### config.mk
export PLATFORM = sky130hd
export DESIGN_NAME = branch_flag_unit
export DESIGN_NICKNAME = d
export VERILOG_FILES = /design/src/rtl/branch_flag_unit.sv
export SDC_FILE = /design/constraint.sdc
export NUM_CORES = 1
export LEC_CHECK = 0
export CAP_MARGIN = 20
export CORE_AREA = 2 2 55 57
export DETAILED_ROUTE_END_ITERATION = 10
export DIE_AREA = 0 0 57 59
export HOLD_SLACK_MARGIN = 0.08
export MAX_ROUTING_LAYER = met4
export PLACE_DENSITY = 0.86
export SLEW_MARGIN = 5
export SYNTH_ARGS = -nofsm -noshare
export SYNTH_HDL_FRONTEND = slang
export SYNTH_SLANG_ARGS = --single-unit
### constraint.sdc
create_clock -name clk -period 2.35 [get_ports clk]
set_clock_uncertainty 0.05 [all_clocks]
set_input_delay 0.705 -clock clk [delete_from_list [all_inputs] [get_ports clk]]
set_output_delay 0.705 -clock clk [all_outputs]
set_load 0.05 [all_outputs]
### src/rtl/branch_flag_unit.sv
// Execute-stage branch resolver: holds Z/N/C flags, resolves jumps against them,
// and drives the PC load pulse plus the pipeline flush window.
module branch_flag_unit #(
    parameter int DATA_W       = 16,
    parameter int FLUSH_CYCLES = 2
) (
    input  logic              clk,
    input  logic              rst,
    input  logic [1:0]        jump_type,
    input  logic              direct_jump,
    input  logic [DATA_W-1:0] target_in,
    input  logic [3:0]        alu_operation,
    input  logic              flag_we,
    input  logic              alu_z,
    input  logic              alu_n,
    input  logic              alu_c,
    output logic              jump_occured,
    output logic              pc_load,
    output logic [DATA_W-1:0] pc_target,
    output logic              flush,
    output logic              zf,
    output logic              nf,
    output logic              cf
);

    typedef enum logic {
        IDLE,
        FLUSH
    } state_t;

    localparam logic [2:0] CNT_INIT = 3'(FLUSH_CYCLES - 1);
    localparam logic [3:0] OP_SETC  = 4'd11;
    localparam logic [3:0] OP_CLRC  = 4'd12;

    state_t            state;
    state_t            state_nx;
    logic [2:0]        cnt;
    logic [2:0]        cnt_nx;
    logic              taken;
    logic              jo_nx;
    logic              pl_nx;
    logic              fl_nx;
    logic [DATA_W-1:0] tgt_nx;
    logic              clr_z;
    logic              clr_n;
    logic              clr_c;
    logic              z_nx;
    logic              n_nx;
    logic              c_nx;

    // Resolution uses the flags as registered, before this cycle's update
    assign taken = direct_jump
                 | ((jump_type == 2'd1) & zf)
                 | ((jump_type == 2'd2) & nf)
                 | ((jump_type == 2'd3) & cf);

    always_comb begin
        state_nx = state;
        cnt_nx   = cnt;
        jo_nx    = 1'b0;
        pl_nx    = 1'b0;
        fl_nx    = flush;
        tgt_nx   = pc_target;
        clr_z    = 1'b0;
        clr_n    = 1'b0;
        clr_c    = 1'b0;
        unique case (state)
            IDLE: begin
                if (taken) begin
                    state_nx = FLUSH;
                    jo_nx    = 1'b1;
                    pl_nx    = 1'b1;
                    fl_nx    = 1'b1;
                    tgt_nx   = target_in;
                    cnt_nx   = CNT_INIT;
                    if (!direct_jump) begin
                        clr_z = (jump_type == 2'd1);
                        clr_n = (jump_type == 2'd2);
                        clr_c = (jump_type == 2'd3);
                    end
                end
            end
            FLUSH: begin
                // Requests here come from squashed instructions
                if (cnt == 3'd0) begin
                    fl_nx    = 1'b0;
                    state_nx = IDLE;
                end else begin
                    cnt_nx = cnt - 3'd1;
                end
            end
            default: state_nx = IDLE;
        endcase
    end

    always_comb begin
        z_nx = zf;
        n_nx = nf;
        c_nx = cf;
        if (clr_z)
            z_nx = 1'b0;
        else if (flag_we)
            z_nx = alu_z;
        if (clr_n)
            n_nx = 1'b0;
        else if (flag_we)
            n_nx = alu_n;
        if (clr_c)
            c_nx = 1'b0;
        else if (alu_operation == OP_SETC)
            c_nx = 1'b1;
        else if (alu_operation == OP_CLRC)
            c_nx = 1'b0;
        else if (flag_we)
            c_nx = alu_c;
    end

    always_ff @(posedge clk) begin
        if (rst) begin
            state        <= IDLE;
            cnt          <= 3'd0;
            jump_occured <= 1'b0;
            pc_load      <= 1'b0;
            pc_target    <= '0;
            flush        <= 1'b0;
            zf           <= 1'b0;
            nf           <= 1'b0;
            cf           <= 1'b0;
        end else begin
            state        <= state_nx;
            cnt          <= cnt_nx;
            jump_occured <= jo_nx;
            pc_load      <= pl_nx;
            pc_target    <= tgt_nx;
            flush        <= fl_nx;
            zf           <= z_nx;
            nf           <= n_nx;
            cf           <= c_nx;
        end
    end

endmodule

; ---- Word level (Yosys, flattened, before mapping)
; Cells that the tools add are included.
[op_classes]
reduce_logical = 9
n_mux = 21
n_addsub = 1
bitwise = 7
n_eq_ne = 8
[ops]
columns = op, n
row1 = two-way mux 1 bit, 16
row2 = "== test 4 bit, second input constant", 2
row3 = OR reduction 2 bit, 4
row4 = two-way mux 3 bit, 2
row5 = case mux 3 bit (2 select lines), 1
row6 = AND reduction 2 bit, 3
row7 = "== test 2 bit, second input constant", 2
row8 = "inequality test 2 bit, second input constant", 2
row9 = case mux 1 bit (2 select lines), 2
row10 = bitwise AND 1 bit, 3
row11 = zero test 3 bit, 1
row12 = bitwise OR 1 bit, 3
row13 = nonzero test 3 bit, 1
row14 = "subtractor 3 x 1 -> 3 bit, second input constant", 1
row15 = "== test 2 x 1 -> 1 bit, second input constant", 1
row16 = "inequality test 2 x 1 -> 1 bit, second input constant", 1
row17 = NOT 1 bit, 1
[totals]
output_inout_bits = 22
in_bits = 29
regBits = 25
word_cells = 54

; ---- Depth between registers and ports, before layout
[logic_depth]
ltp_word = 8
depth_mapped = 6
depth_no_buf = 6

; ---- Worst setup path after synthesis
; No wires, ideal clock.
[synth_timing]
path_kind = input-to-reg
startpoint = input jump_type[0]
endpoint = register pc_target[10]
n_path_buf = 1
stages = 5
t_required_ps = 2171
path_slack_ps = 379
setup_ps = 129
arrival_time_ps = 1792
cell_sequence = mux2_4 a221oi_4 buf_8 mux2i_1 nor2_1
[synth_between]
elab_chain_cells = 6
elab_cells_between_ends = 10
classes_between = eq/ne: 3 / bitwise: 6 / reduce/logical: 1
[synth_rtl]
columns = element, line
row1 = from (decl), 9  ; input logic [1:0] jump_type,
row2 = == test 2 x 1 -> 1 bit, 53  ; | ((jump_type == 2'd1) & zf)
row3 = bitwise AND 1 bit, 53
row4 = bitwise OR 1 bit, 53
row5 = bitwise OR 1 bit, 54  ; | ((jump_type == 2'd2) & nf)
row6 = bitwise OR 1 bit *, 55  ; | ((jump_type == 2'd3) & cf);
row7 = AND reduction 2 bit (no source line) *, --
row8 = to (signal assigned), 134  ; pc_target <= tgt_nx;
row9 = to (decl), 19  ; output logic [DATA_W-1:0] pc_target,
; Mark *: on every way between the ends. The rest lies on a longest branch, timed or not.
; A chain may end at the register's enable or synchronous reset.

; ---- Worst setup path after layout
[layout_timing]
startpoint = register nf
endpoint = output nf
[layout_lines]
columns = element, line
row1 = from (decl), 22  ; output logic nf,
row2 = from (signal assigned), 137  ; nf <= n_nx;
; No word-level cell between the ends.

==> metrics.yaml <==
run_status: "completed"
route.antenna.remaining_nets: 0
gpl.final_weighted_congestion: 0.787
crit-reg2reg-capture: "zf"
sequential_standard_cell_area_um2: 500
setup.reg_to_reg.worst_slack_ns: 0.76
post_synth_instance_area_mm2: 0.00104
tritoncts: "built"
insertedDiodeCount: 0
htree_num_levels: 1
gr-total-overflow: 0
setup_viol: 0
dieWidth_um: 57
initial_detailed_routing_violation_count: 7
regToRegStartpoint: "nf"
routed-via-count: 917
timing.fmax_mhz: 437
power.ir.vdd_worst_uv: 487
crit_path_start_kind: "register"
power.leakage_nw: 0.689
synth_edf_count: 0
min_from: "pc_target[1]"
finalWirelength_mm: 2.46
finalHoldViolCount: 0
filler_cell_count: 247
postSynthCellCount: 99
timing.critical_path.buf_inv: 1
crit_path_top_delay_cell: "sky130_fd_sc_hd__clkdlybuf4s50_1"
min_path_type: "reg -> reg"
dieHeight_um: 59
ff2ff_path_depth: 5
fp.dieArea_mm2: 0.00336
synth-warning-count: 0
via_per_inst: 4.98
pwr_density_cell_mw_per_mm2: 631
dominant_delay_contributor_by_cell_family_on_the_critical_path: "buffers and inverters"
post-route-period-util_pct: 97.4
synthesized_area_per_cell_um2: 10.5
number_of_antenna_violations_at_the_first_check_in_global_routing: 0
floorplan.rows: 19
first_global_vias: 986
synth_async_sr_flop_share_pct: 0
dr.pass1.iters: 2
drive_above_1_share_pct: 10.5
yosys_most_used_dff: "sky130_fd_sc_hd__dfxtp_1"
critPathKind: "reg -> out"
grt_setup_unrepaired: "no"
cts_hold_repair.buffers: 0
number_of_buffers_on_the_longest_clock_path: 2
placement.setup.worst_slack_ns: -0.145
timing.final.max_slew_violations: 0
grt_start_max_net_pins: 23
crit_required_ns: 1.59
clock-sinks: 25
tightest_slew_ns: 0.501
cts_root_buf: "sky130_fd_sc_hd__clkbuf_4"
drc_violation_count_after_routing: 0
synthesized_nets: 130
synth-seq-area-share_pct: 48.0
hpwlAfterDp_mm: 1.87
global_route_total_usage_across_every_layer_pct: 16.3
cp-end-kind: "output port"
clkTransAtPathRegs_ns: 0.13
synth_common_cells: "25 x sky130_fd_sc_hd__dfxtp_1, 18 x sky130_fd_sc_hd__mux2i_1, 18 x sky130_fd_sc_hd__nor2_1"
post_synth_main_area_contributors: "sky130_fd_sc_hd__dfxtp_1 48%, sky130_fd_sc_hd__mux2i_1 17%, sky130_fd_sc_hd__nor2_1 6.5%, sky130_fd_sc_hd__a221oi_4 2.5%, sky130_fd_sc_hd__inv_1 2.5%"
series_of_cell_instances_along_the_critical_path: "clkdlybuf4s50_1"
post-synth-top-area-fraction_pct: 48.0
max-cap-violations: 0
multi_input_logic_area_um2: 472
min_path_cells: 2
core_area_mm2: 0.00271
synth_seq_cells: 25
detail_route.wl_per_cell_um: 13.4
arrival_ns: 1.53
post_cts.repair.setup_buffers: 0
hold_end: "pc_target[1]"
critical_path.max_fanout: 3
slew_headroom_pct: 66.5
clkLatencyLatePin_ns: 0.32
post_cts.resized_instances: 0
area_growth_syn_to_layout_pct: 55.5
power.total_w: 0.00102
cp_slowest_stage_delay_ns: 0.82
library_cell_with_the_highest_instance_count_after_synthesis: "sky130_fd_sc_hd__dfxtp_1"
worst_hold_slack_ns: 0.470
postLayoutSetupSlackWorst_ns: 0.0604
final_layout_net_count: 185
fin_setup_tns_ns: 0
grt_pass1_wl_mm: 4.10
post-route-min-period_ns: 2.29
floorplan.initialDensity_pct: 38.5
netlist.top_cell.by_area: "sky130_fd_sc_hd__dfxtp_1"
buffer_ports.inserted: 50
netlist-cell-type-count: 30
clock_buffers_created_by_tritoncts: 3
io_pins: 51
-- final cells by class --
| cell class | instances | area share, % |
|---|---|---|
| repair buffers | 56 | 34.4 |
| clock buffers | 3 | 1.39 |
| multi-input cells | 61 | 29.1 |
| flip-flops and latches | 25 | 30.8 |
| inverters | 7 | 1.62 |
| clock inverters | 1 | 0.308 |
| well taps | 31 | 2.39 |
-- how the worst max path moves through the flow --
stage                            start            end  slack (ns)  cells after the start
after global placement    jump_type[0]             nf       -0.09                      6
after detailed placement  jump_type[0]             zf       -0.15                      6
after global routing                nf             nf        0.02                      1
after CTS                           nf             nf        0.04                      1
final                               nf             nf        0.06                      1
after floorplan           jump_type[0]  pc_target[10]        0.38                      5
-- layout by cell type (no fill, tap or decap), drive strengths merged --
| cell type | instances |
|---|---|
| and4bb | 1 |
| a41oi | 1 |
| a31oi | 2 |
| nor3 | 1 |
| o31ai | 1 |
| nand3 | 1 |
| mux2 | 2 |
| a311oi | 2 |
| buf | 6 |
| nand4b | 1 |
| a221oi | 1 |
| nor2 | 19 |
| nand2b | 1 |
| a21oi | 2 |
| nor2b | 1 |
| dfxtp | 25 |
| nand2 | 1 |
| clkinv | 1 |
| xor2 | 1 |
| inv | 7 |
| ha | 2 |
| o21bai | 1 |
| a311o | 1 |
| o21ai | 1 |
| clkdlybuf4s50 | 50 |
| mux2i | 18 |
| clkbuf | 3 |
-- routing by layer --
| metal | part of all wire (%) | vias up | GRT usage, % |
|---|---|---|---|
| met5 | 0 | - | - |
| met4 | 1.5 | 0 | 5.98 |
| met3 | 6.8 | 4 | 3.71 |
| met2 | 50 | 39 | 28.7 |
| met1 | 42 | 429 | 18.1 |
| li1 | - | 445 | - |
-- registers in the layout, indices dropped and copies added, names as in the netlist --
| name | cells |
|---|---|
| state | 1 |
| pc_load | 1 |
| cnt | 3 |
| pc_target | 16 |
| cf | 1 |
| flush | 1 |
| zf | 1 |
| nf | 1 |
-- worst register-to-register path: stages, from the launching register on --
cell and delay, ns:
sky130_fd_sc_hd__dfxtp_1 0.36, sky130_fd_sc_hd__mux2_4 0.29, sky130_fd_sc_hd__a221oi_4 0.26, sky130_fd_sc_hd__buf_12 0.22
sky130_fd_sc_hd__nor2_2 0.07, sky130_fd_sc_hd__a311oi_1 0.27
-- metrics by stage --
stage	util, %	cells	cell area [um2]
after floorplan	-	99	1040
final	59.9	184	1620
after CTS	59.9	184	1620
after global routing	59.9	184	1620
after detailed placement	58.9	180	1600
after global placement	58.9	180	1600
-- where the power goes --
| part | switching [W] | internal (W) | leakage (nW) |
|---|---|---|---|
| Sequential | 0.0000202 | 0.000459 | 0.206 |
| Combinational | 0.000197 | 0.000156 | 0.465 |
| Clock | 0.000128 | 0.0000638 | 0.0177 |
-- logic make-up after synthesis --
logic type,synth area share [%]
buffers and inverters,6.83
flip-flops,48.0
AND/OR/NAND/NOR,12.1
adder cells (fa/ha/maj),2.40
multiplexers,19.8
XOR/XNOR,0.839
AO/OA/AOI/OAI,10.1
(Power assumes the default switching activity.)
